===== config.mk =====
export PLATFORM = sky130hd
export DESIGN_NAME = round_ctrl
export DESIGN_NICKNAME = d
export VERILOG_FILES = /design/src/rtl/score_pkg.sv /design/src/rtl/frame_timer.sv /design/src/rtl/round_ctrl.sv
export SDC_FILE = /design/constraint.sdc
export NUM_CORES = 1
export LEC_CHECK = 0
export ABC_CLOCK_PERIOD_IN_PS = 3870
export CORE_MARGIN = 3
export CORE_UTILIZATION = 55
export DETAILED_ROUTE_END_ITERATION = 12
export HOLD_SLACK_MARGIN = 0.12
export MAX_ROUTING_LAYER = met4
export PLACE_DENSITY = 0.8
export SETUP_SLACK_MARGIN = 0.15
export SLEW_MARGIN = 0
export SYNTH_ARGS = -nofsm -noshare
export SYNTH_HDL_FRONTEND = slang
export SYNTH_SLANG_ARGS = --single-unit

===== constraint.sdc =====
create_clock -name clk_i -period 3.87 [get_ports clk_i]
set_input_delay 0.387 -clock clk_i [delete_from_list [all_inputs] [get_ports clk_i]]
set_output_delay 0.387 -clock clk_i [all_outputs]
set_load 0.02 [all_outputs]

===== src/rtl/score_pkg.sv =====
// rtl/score_pkg.sv - shared score limits, rally timing defaults and round state encoding
package score_pkg;
  localparam int MAX_SCORE          = 7;
  localparam int MAX_SCORE_W        = $clog2(MAX_SCORE + 1);
  localparam int SERVE_DELAY_FRAMES = 60;
  localparam int POINT_HOLD_FRAMES  = 30;

  typedef enum logic [1:0] {
    RND_IDLE,
    RND_SERVE,
    RND_PLAY,
    RND_POINT
  } rnd_state_e;
endpackage


===== src/rtl/frame_timer.sv =====
// rtl/frame_timer.sv - loadable frame down-counter shared by the serve and point holds
module frame_timer #(
  parameter int CNT_W = 6
) (
  input  logic             clk,
  input  logic             rst,
  input  logic             load,
  input  logic [CNT_W-1:0] load_val,
  input  logic             tick,
  output logic             done
);
  logic [CNT_W-1:0] cnt;

  // load wins over tick, so a tick on the entry edge is never counted
  always_ff @(posedge clk or posedge rst) begin
    if (rst) begin
      cnt <= '0;
    end else if (load) begin
      cnt <= load_val;
    end else if (tick && cnt != '0) begin
      cnt <= cnt - 1'b1;
    end
  end

  assign done = (cnt == '0) & tick;
endmodule


===== src/rtl/round_ctrl.sv =====
// rtl/round_ctrl.sv - rally sequencer: serve countdown, play, point hold, score keeping
module round_ctrl #(
  parameter int SERVE_DELAY_FRAMES = score_pkg::SERVE_DELAY_FRAMES,
  parameter int POINT_HOLD_FRAMES  = score_pkg::POINT_HOLD_FRAMES
) (
  input  logic                            clk_i,
  input  logic                            rst_i,
  input  logic                            game_en_i,
  input  logic                            frame_tick_i,
  input  logic                            miss_left_i,
  input  logic                            miss_right_i,
  output logic [score_pkg::MAX_SCORE_W-1:0] p_score_o,
  output logic [score_pkg::MAX_SCORE_W-1:0] e_score_o,
  output logic                            ball_rst_o,
  output logic                            ball_en_o,
  output logic                            serve_dir_o
);
  import score_pkg::*;

  localparam int CNT_MAX = (SERVE_DELAY_FRAMES > POINT_HOLD_FRAMES) ?
                           SERVE_DELAY_FRAMES : POINT_HOLD_FRAMES;
  localparam int CNT_W   = $clog2(CNT_MAX + 1);

  localparam logic [CNT_W-1:0]       SERVE_LOAD = CNT_W'(SERVE_DELAY_FRAMES - 1);
  localparam logic [CNT_W-1:0]       HOLD_LOAD  = CNT_W'(POINT_HOLD_FRAMES - 1);
  localparam logic [MAX_SCORE_W-1:0] SCORE_MAX  = MAX_SCORE_W'(MAX_SCORE);

  rnd_state_e       state, state_next;
  logic             tmr_load;
  logic [CNT_W-1:0] tmr_val;
  logic             tmr_tick;
  logic             tmr_done;
  logic             score_clr;
  logic             inc_p;
  logic             inc_e;
  logic             dir_set;
  logic             dir_val;

  assign tmr_tick = frame_tick_i & ((state == RND_SERVE) | (state == RND_POINT));

  frame_timer #(
    .CNT_W(CNT_W)
  ) u_timer (
    .clk     (clk_i),
    .rst     (rst_i),
    .load    (tmr_load),
    .load_val(tmr_val),
    .tick    (tmr_tick),
    .done    (tmr_done)
  );

  always_ff @(posedge clk_i or posedge rst_i) begin
    if (rst_i) begin
      state <= RND_IDLE;
    end else begin
      state <= state_next;
    end
  end

  always_comb begin
    state_next = state;
    tmr_load   = 1'b0;
    tmr_val    = '0;
    score_clr  = 1'b0;
    inc_p      = 1'b0;
    inc_e      = 1'b0;
    dir_set    = 1'b0;
    dir_val    = serve_dir_o;
    if (!game_en_i) begin
      state_next = RND_IDLE;
    end else begin
      case (state)
        RND_IDLE: begin
          score_clr  = 1'b1;
          tmr_load   = 1'b1;
          tmr_val    = SERVE_LOAD;
          state_next = RND_SERVE;
        end
        RND_SERVE: begin
          if (tmr_done) state_next = RND_PLAY;
        end
        RND_PLAY: begin
          if (miss_left_i || miss_right_i) begin
            inc_e      = miss_left_i;
            inc_p      = miss_right_i;
            // a double miss has no loser to serve toward, so direction is kept
            dir_set    = miss_left_i ^ miss_right_i;
            dir_val    = miss_right_i;
            tmr_load   = 1'b1;
            tmr_val    = HOLD_LOAD;
            state_next = RND_POINT;
          end
        end
        RND_POINT: begin
          if (tmr_done) begin
            if (p_score_o == SCORE_MAX || e_score_o == SCORE_MAX) begin
              state_next = RND_IDLE;
            end else begin
              tmr_load   = 1'b1;
              tmr_val    = SERVE_LOAD;
              state_next = RND_SERVE;
            end
          end
        end
        default: state_next = RND_IDLE;
      endcase
    end
  end

  always_ff @(posedge clk_i or posedge rst_i) begin
    if (rst_i) begin
      p_score_o   <= '0;
      e_score_o   <= '0;
      serve_dir_o <= 1'b0;
    end else if (score_clr) begin
      p_score_o   <= '0;
      e_score_o   <= '0;
      serve_dir_o <= 1'b0;
    end else begin
      if (inc_p && p_score_o != SCORE_MAX) p_score_o <= p_score_o + 1'b1;
      if (inc_e && e_score_o != SCORE_MAX) e_score_o <= e_score_o + 1'b1;
      if (dir_set) serve_dir_o <= dir_val;
    end
  end

  assign ball_rst_o = (state == RND_IDLE) | (state == RND_SERVE);
  assign ball_en_o  = (state == RND_PLAY);
endmodule


[Word-level counts from Yosys, hierarchy flattened]
Index checks and enable logic that the tools add are counted.
Storage, ports and cells
  flip-flop bits (word level): 15
  bits in latches: 0
  RAM bits: 0
  ROM bits: 0
  input bits: 6
  output and inout port bits: 9
  logic and storage cells: 78
  memories: 0
Operators by class
  $add $sub $neg: 3
  multiply operators: 0
  divide/modulo/power cells: 0
  $lt $le $gt $ge: 0
  eq/ne operators: 10
  shift operators: 0
  multiplexer cells: 38
  bitwise operators: 5
  reductions and logical operators: 17
Operator list (number)
  two-way mux 6 bit: 5
  two-way mux 1 bit: 21
  case mux 6 bit (3 select lines): 1
  nonzero test 2 bit: 7
  two-way mux 3 bit: 4
  inequality test 3 bit, second input constant: 4
  two-way mux 2 bit: 4
  case mux 2 bit (4 select lines): 1
  adder 3 x 1 -> 3 bit, second input constant: 2
  == test 3 bit, second input constant: 2
  zero test 6 bit: 1
  nonzero test 6 bit: 1
  subtractor 6 x 1 -> 6 bit, second input constant: 1
  two-way mux 5 bit: 1
  == test 2 bit, second input constant: 2
  AND reduction 4 bit: 1
  logical AND 1 bit: 3
  inequality test 3 x 2 -> 1 bit, second input constant: 1
  case mux 1 bit (3 select lines): 1
  AND reduction 3 bit: 1
  AND 1 bit: 2
  == test 2 x 1 -> 1 bit, second input constant: 1
  zero test 2 bit: 1
  logical OR 1 bit: 2
  2 further kinds: 3

[Longest topological paths before layout]
Gate-level depths: netlist of the first run.
  word-level depth: 8
  mapped depth: 6

[By module]
Synthesis of the first run repeated with hierarchy kept, for this count alone.
Unflattened totals
  cell total of the unflattened synthesis: 121
  area total of the unflattened synthesis: 1083.5 um^2
By module, submodules not included
  round_ctrl: times used 1, cells an instance 72, area an instance 669.4 um^2, sequential area each 225.2 um^2
  frame_timer: times used 1, cells an instance 49, area an instance 414.1 um^2, sequential area each 150.1 um^2

[Least setup slack after synthesis of the first run]
OpenSTA, ideal clock, no wires.
  kind: reg2reg
  start point: reg state[0]
  end point: reg u_timer.cnt[5]
  setup time: 126 ps
  arrival time: 1766 ps
  slack: 1978 ps
  cell stages (with the launch flop): 7
  buffers on the path: 0
  clock period less this slack: 1892 ps
  cells stage by stage: dfrtp_1 -> inv_1 -> ha_1 -> nand3b_4 -> nor2_1 -> and2b_1 -> a221o_1
Between the ends
  elaborated cells between the ends (all ways): 16
  classes of those cells: eq/ne: 3; mux: 7; bitwise: 3; reduce/logical: 3
RTL lines
  start, declared: RTL line round_ctrl.sv:28  | rnd_state_e state, state_next;
  start signal, assigned: RTL line round_ctrl.sv:56  | state <= state_next;
  == test 2 bit (*)
  named net ball_en_o: RTL line round_ctrl.sv:15  | output logic ball_en_o,
  case mux 6 bit (3 select lines) / case mux 1 bit (3 select lines) (equally long branches): RTL line round_ctrl.sv:72  | case (state)
  two-way mux 6 bit / two-way mux 1 bit (equally long branches): RTL line round_ctrl.sv:69  | if (!game_en_i) begin
  two-way mux 6 bit / nonzero test 2 bit (equally long branches)
  end signal, assigned: RTL line frame_timer.sv:19  | cnt <= load_val;
  end signal, assigned: RTL line frame_timer.sv:21  | cnt <= cnt - 1'b1;
  end, declared: RTL line frame_timer.sv:12  | logic [CNT_W-1:0] cnt;
Mark *: on every way through the listed nets, which the timed path passes. The rest lies on a longest branch.
A chain may end at the register's enable or synchronous reset.

[Worst setup path in the final report of the first run]
  start point: reg state[1]
  end point: out ball_rst_o
Between the ends
  longest elaborated chain between the ends: 2
  elaborated cells between the ends (all ways): 3
  classes of those cells: eq/ne: 1; bitwise: 1; reduce/logical: 1
RTL lines
  == test 2 x 1 -> 1 bit / zero test 2 bit (equally long branches): RTL line round_ctrl.sv:126  | assign ball_rst_o = (state == RND_IDLE) | (state == RND_SERVE);
  OR 1 bit (*): RTL line round_ctrl.sv:126
  end, declared: RTL line round_ctrl.sv:14  | output logic ball_rst_o,
Mark *: on every way between the ends. The rest lies on a longest branch, timed or not.

==> flow_summary_export.csv, run 1 <==
group,metric,value,unit
detailed_routing,drt_iter0_drc,17,
critical_path,ff2ff_setup_slack,1.87,ns
floorplanning,die_area,2583,um2
final_layout,mostFrequentLayoutCell,"dfrtp_1",
final_layout,nets,151,
place,place.gp.congestion,0.9071,
pwr,p_int,338.1,uW
final_layout,antennaDiodeCount,0,
place,io_buffers,14,
floorplanning,dieHeight,50.82,um
cts,clockBufferDepth,2,
sta,max_freq,421.4,MHz
min_path,hold_class,"in -> async",
global_route,grt_pass1_vias,842,
detailed_routing,via_count,894,
sta,hold_ws,0.4441,ns
pwr,power.density,436.1,nW/um2
synthesis,yosys_warnings,0,
floorplanning,start_util,61.32,%
detailed_routing,ant_nets,0,
sta,post-route-min-period,2.373,ns
pwr,p_seq_share,37.0,%
cts,cts.sinks,15,
cts,htreeDepth,1,
floorplanning,core_area,1802,um2
global_route,grt_max_degree,16,
pwr,ir_worst_vdd,260.2,uV
global_route,grtUsageTotal,19.00,%
cts,cts.clk_slew.worst_paths,0.10,ns
global_route,gr-total-overflow,0,
critical_path,rr_worst_depth,6,
sta,period_share,61.32,%
critical_path,path_cells,"inv_1 -> ha_1 -> or2_2 -> clkdlybuf4s50_1",
critical_path,end_kind,"output pin",
pwr,comb_power_share,46.6,%
sta,drv_slew,0,
synthesis,syn-num-nets,133,
detailed_routing,post-route-drc-count,0,
critical_path,required,3.48,ns
sta,final-setup-viol-count,0,
pwr,p_clk_share,16.4,%
critical_path,r2r-start,"state[1]",
cts,ctsResizeCount,0,
synthesis,syn_area_per_cell,9.691,um2
critical_path,r2r-end,"u_timer.cnt[2]",
final_layout,drive_gt1_share,9.924,%
cts,root_buffer,"clkbuf_4",
sta,rsz0062_at_grt,"false",
synthesis,syn-cell-area,1105,um2
global_route,grt_pass1_wl,3670,um
sta,skew,0.007953,ns
run_status,status,"complete, no violations",
detailed_routing,dr.pass1.iters,4,
pwr,power.leakage,0.0005918,uW
floorplanning,core.rowCount,15,
critical_path,cp-start-kind,"flop",
critical_path,crit_type,"reg -> out",
critical_path,critPathTopFamily,"buffers and inverters",
cts,cts_buffers,3,
synthesis,ys_types,43,
final_layout,area_growth,17.67,%
cts,post_cts_buffers,0,
cts,insertion_delay,0.29,ns
sta,relSlewSlack,61.53,%
cts,ctsHoldBuffers,0,
critical_path,arrival,1.99,ns
flow_run,max_cap_violations,0,
detailed_routing,via_per_inst,5.731,
floorplanning,dieWidth,50.82,um
final_layout,final_cell_mix,"dfrtp_1 (15), nor2_1 (14), clkdlybuf4s50_1 (14)",
critical_path,crit_slowest_cell,"clkdlybuf4s50_1",
critical_path,slowest_delay,0.53,ns
critical_path,crit_fanout,7,
sta,fin_setup_tns,0,ns
place,hpwl,1697,um
detailed_routing,routed_wl,2175,um
pwr,p_sw_share,40.36,%
global_route,antenna_found_initial,0,
floorplanning,ioPinCount,15,
synthesis,ys_seq_area_share,33.98,%
pwr,net-switching-power,228.8,uW
final_layout,fin_util,72.15,%
sta,finalHoldViolations,0,
synthesis,synthCells,114,
synthesis,ys_ff_latch,15,
critical_path,path_buf_inv,2,
sta,worst_pin_slew,0.5764,ns
cts,cts_tree,"done",
detailed_routing,post_drt_wl_per_cell,13.94,um
-- registers in the layout, summed over array words and instances (netlist names) --
signal       count
e_score_o        3
p_score_o        3
serve_dir_o      1
state            2
u_timer.cnt      6
-- final cells by class --
cell class / count / area (um2)
sequential: 15 / 375.4
multi-input combinational: 88 / 688.2
clock inverter: 1 / 5.005
clock buffer: 3 / 22.52
tap: 25 / 31.28
fill: 145 / 501.7
timing repair buffer: 14 / 140.1
inverter: 10 / 37.54
-- power groups by stage --
stage                     clock (uW)  sequential, uW  combinational [uW]
final                           92.8             210                 264
after global routing            98.9             214                 299
after CTS                       94.7             209                 265
after detailed placement           0             212                 264
after global placement             0             211                 256
after floorplan                    0             213                 187
-- cell families (layout without fill, tap and decap cells) --
group,after synthesis,after routing,share of synthesized area [%]
compound gates,23,23,16.31
xor+xnor,5,5,3.964
fa+ha+maj,13,13,14.72
buf+inv,11,28,3.737
flops,15,15,33.98
mux,5,5,4.643
simple gates,42,42,22.65
-- worst reg2reg max path, stage by stage, from the launching register on --
cell	delay (ns)
dfrtp_1	0.46
inv_1	0.16
ha_1	0.25
o21a_1	0.23
a41o_2	0.31
a2111oi_1	0.37
nor3_1	0.11
-- worst max-delay path by stage --
| stage | start | endpoint | slack [ns] | cells past startpoint |
|---|---|---|---|---|
| finish | state[1] | ball_rst_o | 1.50 | 4 |
| global route | state[1] | ball_rst_o | 1.40 | 4 |
| CTS | state[1] | ball_rst_o | 1.51 | 4 |
| detailed placement | miss_right_i | u_timer.cnt[5] | 1.63 | 7 |
| global placement | miss_right_i | u_timer.cnt[5] | 1.71 | 7 |
| floorplan | state[0] | u_timer.cnt[5] | 1.98 | 6 |
-- metrics by stage --
stage	worst slack, ns	instance area, um2	cells	power, uW
after floorplan	1.978	1105	114	400.2
after detailed placement	1.629	1272	152	476.1
final	1.497	1300	156	566.9
after global routing	1.402	1300	156	611.8
after global placement	1.708	1272	152	466.6
after CTS	1.511	1300	156	569.2
-- synthesized netlist by cell type --
cell type | count | area share [%]
nor4_4 | 1 | 1.9
and2_1 | 1 | 0.57
clkbuf_1 | 1 | 0.34
nor2_1 | 14 | 4.8
dfrtp_1 | 15 | 34
and2_0 | 1 | 0.57
o21a_1 | 1 | 0.68
nor3_1 | 2 | 0.91
ha_1 | 13 | 15
a31oi_1 | 1 | 0.57
and2b_1 | 2 | 1.4
a21oi_1 | 1 | 0.45
o31ai_1 | 2 | 1.4
o211a_1 | 1 | 0.91
or3_1 | 1 | 0.57
nor3b_1 | 1 | 0.68
a22o_1 | 1 | 0.79
or2b_1 | 1 | 0.68
and4bb_1 | 1 | 1.1
mux2_1 | 1 | 1.0
a211oi_2 | 1 | 1.1
or2_2 | 1 | 0.57
nand2b_1 | 1 | 0.57
a221o_1 | 1 | 0.91
o21ai_0 | 5 | 2.3
a32oi_1 | 1 | 0.79
a41o_2 | 1 | 1.0
mux2i_1 | 4 | 3.6
or4_1 | 1 | 0.68
a31o_2 | 1 | 0.79
a2111oi_1 | 1 | 0.91
o21ai_1 | 1 | 0.45
nand3b_4 | 1 | 1.8
a311oi_1 | 1 | 0.79
nor3_2 | 2 | 1.8
a21oi_2 | 1 | 0.79
nand2_1 | 9 | 3.1
o2111a_1 | 1 | 1.0
xnor2_1 | 5 | 4.0
a21boi_0 | 1 | 0.68
nand4_1 | 1 | 0.57
nand3_1 | 1 | 0.45
inv_1 | 10 | 3.4
-- layer usage --
layer / share of wire, % / routed length [um] / GRT usage, %
met1: 48 / 1053 / 25.14
met2: 46 / 1010 / 31.30
met3: 4.0 / 86 / 1.749
met4: 1.1 / 25 / 5.381
met5: 0 / 0 / -
Power figures use the tool's default switching activity.
==> run 2, diff against run 1 <==
--- a/config.mk
+++ b/config.mk
@@ -5,13 +5,13 @@
 export SDC_FILE = /design/constraint.sdc
 export NUM_CORES = 1
 export LEC_CHECK = 0
-export ABC_CLOCK_PERIOD_IN_PS = 3870
+export ABC_CLOCK_PERIOD_IN_PS = 2000
 export CORE_MARGIN = 3
-export CORE_UTILIZATION = 55
+export CORE_UTILIZATION = 48
 export DETAILED_ROUTE_END_ITERATION = 12
 export HOLD_SLACK_MARGIN = 0.12
 export MAX_ROUTING_LAYER = met4
-export PLACE_DENSITY = 0.8
+export PLACE_DENSITY = 0.74
 export SETUP_SLACK_MARGIN = 0.15
 export SLEW_MARGIN = 0
 export SYNTH_ARGS = -nofsm -noshare
==> constraint.sdc (replaced) <==
create_clock -name clk_i -period 2 [get_ports clk_i]
set_input_delay 0.2 -clock clk_i [delete_from_list [all_inputs] [get_ports clk_i]]
set_output_delay 0.2 -clock clk_i [all_outputs]
set_load 0.02 [all_outputs]
==> flow_summary_export.csv, run 2 (synthesis gave the netlist of run 1 again) <==
group,metric,value,unit
global_route,grt_pass1_wl,4015,um
sta,skew,0.0007776,ns
critical_path,slowest_delay,0.41,ns
final_layout,nets,166,
floorplanning,core_area,2062,um2
floorplanning,core.rowCount,16,
global_route,gr-total-overflow,0,
sta,final-setup-viol-count,0,
final_layout,antennaDiodeCount,0,
sta,rsz0062_at_grt,"true",
global_route,grtUsageTotal,19.31,%
floorplanning,dieHeight,53.98,um
place,hpwl,1709,um
critical_path,crit_type,"reg -> reg",
detailed_routing,routed_wl,2486,um
final_layout,area_growth,33.75,%
critical_path,crit_fanout,4,
sta,finalHoldViolations,0,
pwr,power.density,864.2,nW/um2
detailed_routing,dr.pass1.iters,4,
final_layout,largest_reg_flops,6,
critical_path,crit_slowest_cell,"dfrtp_1",
sta,period_share,92.46,%
final_layout,seqCellArea,376.6,um2
sta,drv_slew,0,
global_route,grt_max_degree,16,
critical_path,arrival,2.01,ns
cts,cts.sinks,15,
place,place.gp.congestion,0.8515,
floorplanning,dieWidth,53.98,um
detailed_routing,ant_nets,0,
global_route,grt_pass1_vias,963,
final_layout,fin_cells,173,
sta,worst_pin_slew,0.5712,ns
floorplanning,start_util,53.58,%
final_layout,regMostFlops,"u_timer.cnt",
final_layout,postLayoutCellArea,1478,um2
sta,max_freq,540.8,MHz
place,placed_area,1338,um2
critical_path,cp-start-kind,"flop",
detailed_routing,via_count,958,
final_layout,final_cell_mix,"nor2_1 (14), dfrtp_1 (14), buf_4 (13)",
critical_path,ff2ff_setup_slack,0.15,ns
cts,htreeDepth,1,
sta,post-route-min-period,1.849,ns
flow_run,max_cap_violations,0,
place,io_buffers,14,
place,dp.cells,162,
cts,cts.clk_slew.worst_paths,0.09,ns
detailed_routing,via_per_inst,5.538,
cts,cts_buffers,3,
final_layout,drive_gt1_share,26.03,%
final_layout,multi_input_area,748.2,um2
sta,fin_setup_tns,0,ns
cts,cts_tree,"done",
pwr,ir_worst_vdd,498.5,uV
run_status,status,"complete, no violations",
place,place_ws,0.01395,ns
sta,relSlewSlack,61.88,%
detailed_routing,post-route-drc-count,0,
min_path,hold_class,"in -> async",
cts,clockBufferDepth,2,
cts,insertion_delay,0.28,ns
critical_path,path_cells,"buf_6 -> ha_4 -> nor3b_1 -> buf_4 -> a41o_4 -> a2111oi_4 -> nor3_2",
global_route,antenna_found_initial,0,
cts,ctsHoldBuffers,0,
final_layout,fin_util,71.66,%
pwr,power.leakage,0.0006768,uW
sta,setup_slack,0.1508,ns
final_layout,top_regs,"u_timer.cnt (6), e_score_o (3), p_score_o (3)",
final_layout,filler_cell_count,155,
detailed_routing,drt_iter0_drc,18,
floorplanning,ioPinCount,15,
cts,root_buffer,"clkbuf_4",
floorplanning,die_area,2913,um2
critical_path,required,2.16,ns
critical_path,end_kind,"flop",
detailed_routing,post_drt_wl_per_cell,14.37,um
-- run 2: cell count changes in the layout (fill, tap and decap cells not counted), moves of 2 or more --
cell,before,now
clkdlybuf4s50_1,14,12
buf_6,0,2
ha_1,13,10
ha_2,0,2
buf_4,0,13
-- run 2: final cells by class --
class	instances	area share [%]
clock inverters	1	0.3387
inverters	10	2.540
repair buffers	29	17.19
well taps	27	2.286
multi-input cells	88	50.63
flip-flops and latches	15	25.49
clock buffers	3	1.524
-- run 2: worst paths after layout --
kind,startpoint,endpoint,depth (start not counted)
setup / recovery,state[0],u_timer.cnt[2],7
hold / removal,rst_i,u_timer.cnt[4],2
setup reg to reg,state[0],u_timer.cnt[2],7
hold reg to reg,serve_dir_o,serve_dir_o,1
max in group asynchronous,rst_i,state[1],2
min in group clk_i,serve_dir_o,serve_dir_o,1
-- run 2: layer usage --
metal	up-vias	track usage (%)	routed length (um)
met4	0	6.639	34
met1	453	23.59	1169
met2	24	33.27	1217
met5	-	-	0
met3	6	1.662	64
li1	475	-	-
-- run 2: through the flow --
step / hold WS (ns) / total power (uW)
5_1_grt: 0.3219 / 1359
6_report: 0.2672 / 1277
4_1_cts: 0.2797 / 1162
3_5_place_dp: 0.4893 / 964.1
2_1_floorplan: 0.1015 / 776.6
3_3_place_gp: 0.4843 / 949.9
-- run 2: power breakdown --
part / switching [uW] / internal [uW] / leakage [uW]
logic: 364 / 340 / 0.000477
registers: 53.4 / 349 / 0.000182
clock network: 97.1 / 74.1 / 0.0000177
-- run 2: what timing repair did --
action,4_1_cts,5_1_grt
buffers inserted,2,5
pin swaps,1,4
resized for setup,4,13
endpoints found under the setup margin,3,7
-- run 2: critical path, delay by kind of cell, from the launching register on --
family / cells / cell delay (ns)
and+or+nand+nor: 2 / 0.22
AOI/OAI and AO/OA: 2 / 0.65
DFF: 1 / 0.41
adders and majority gates: 1 / 0.16
buffers and inverters: 2 / 0.29
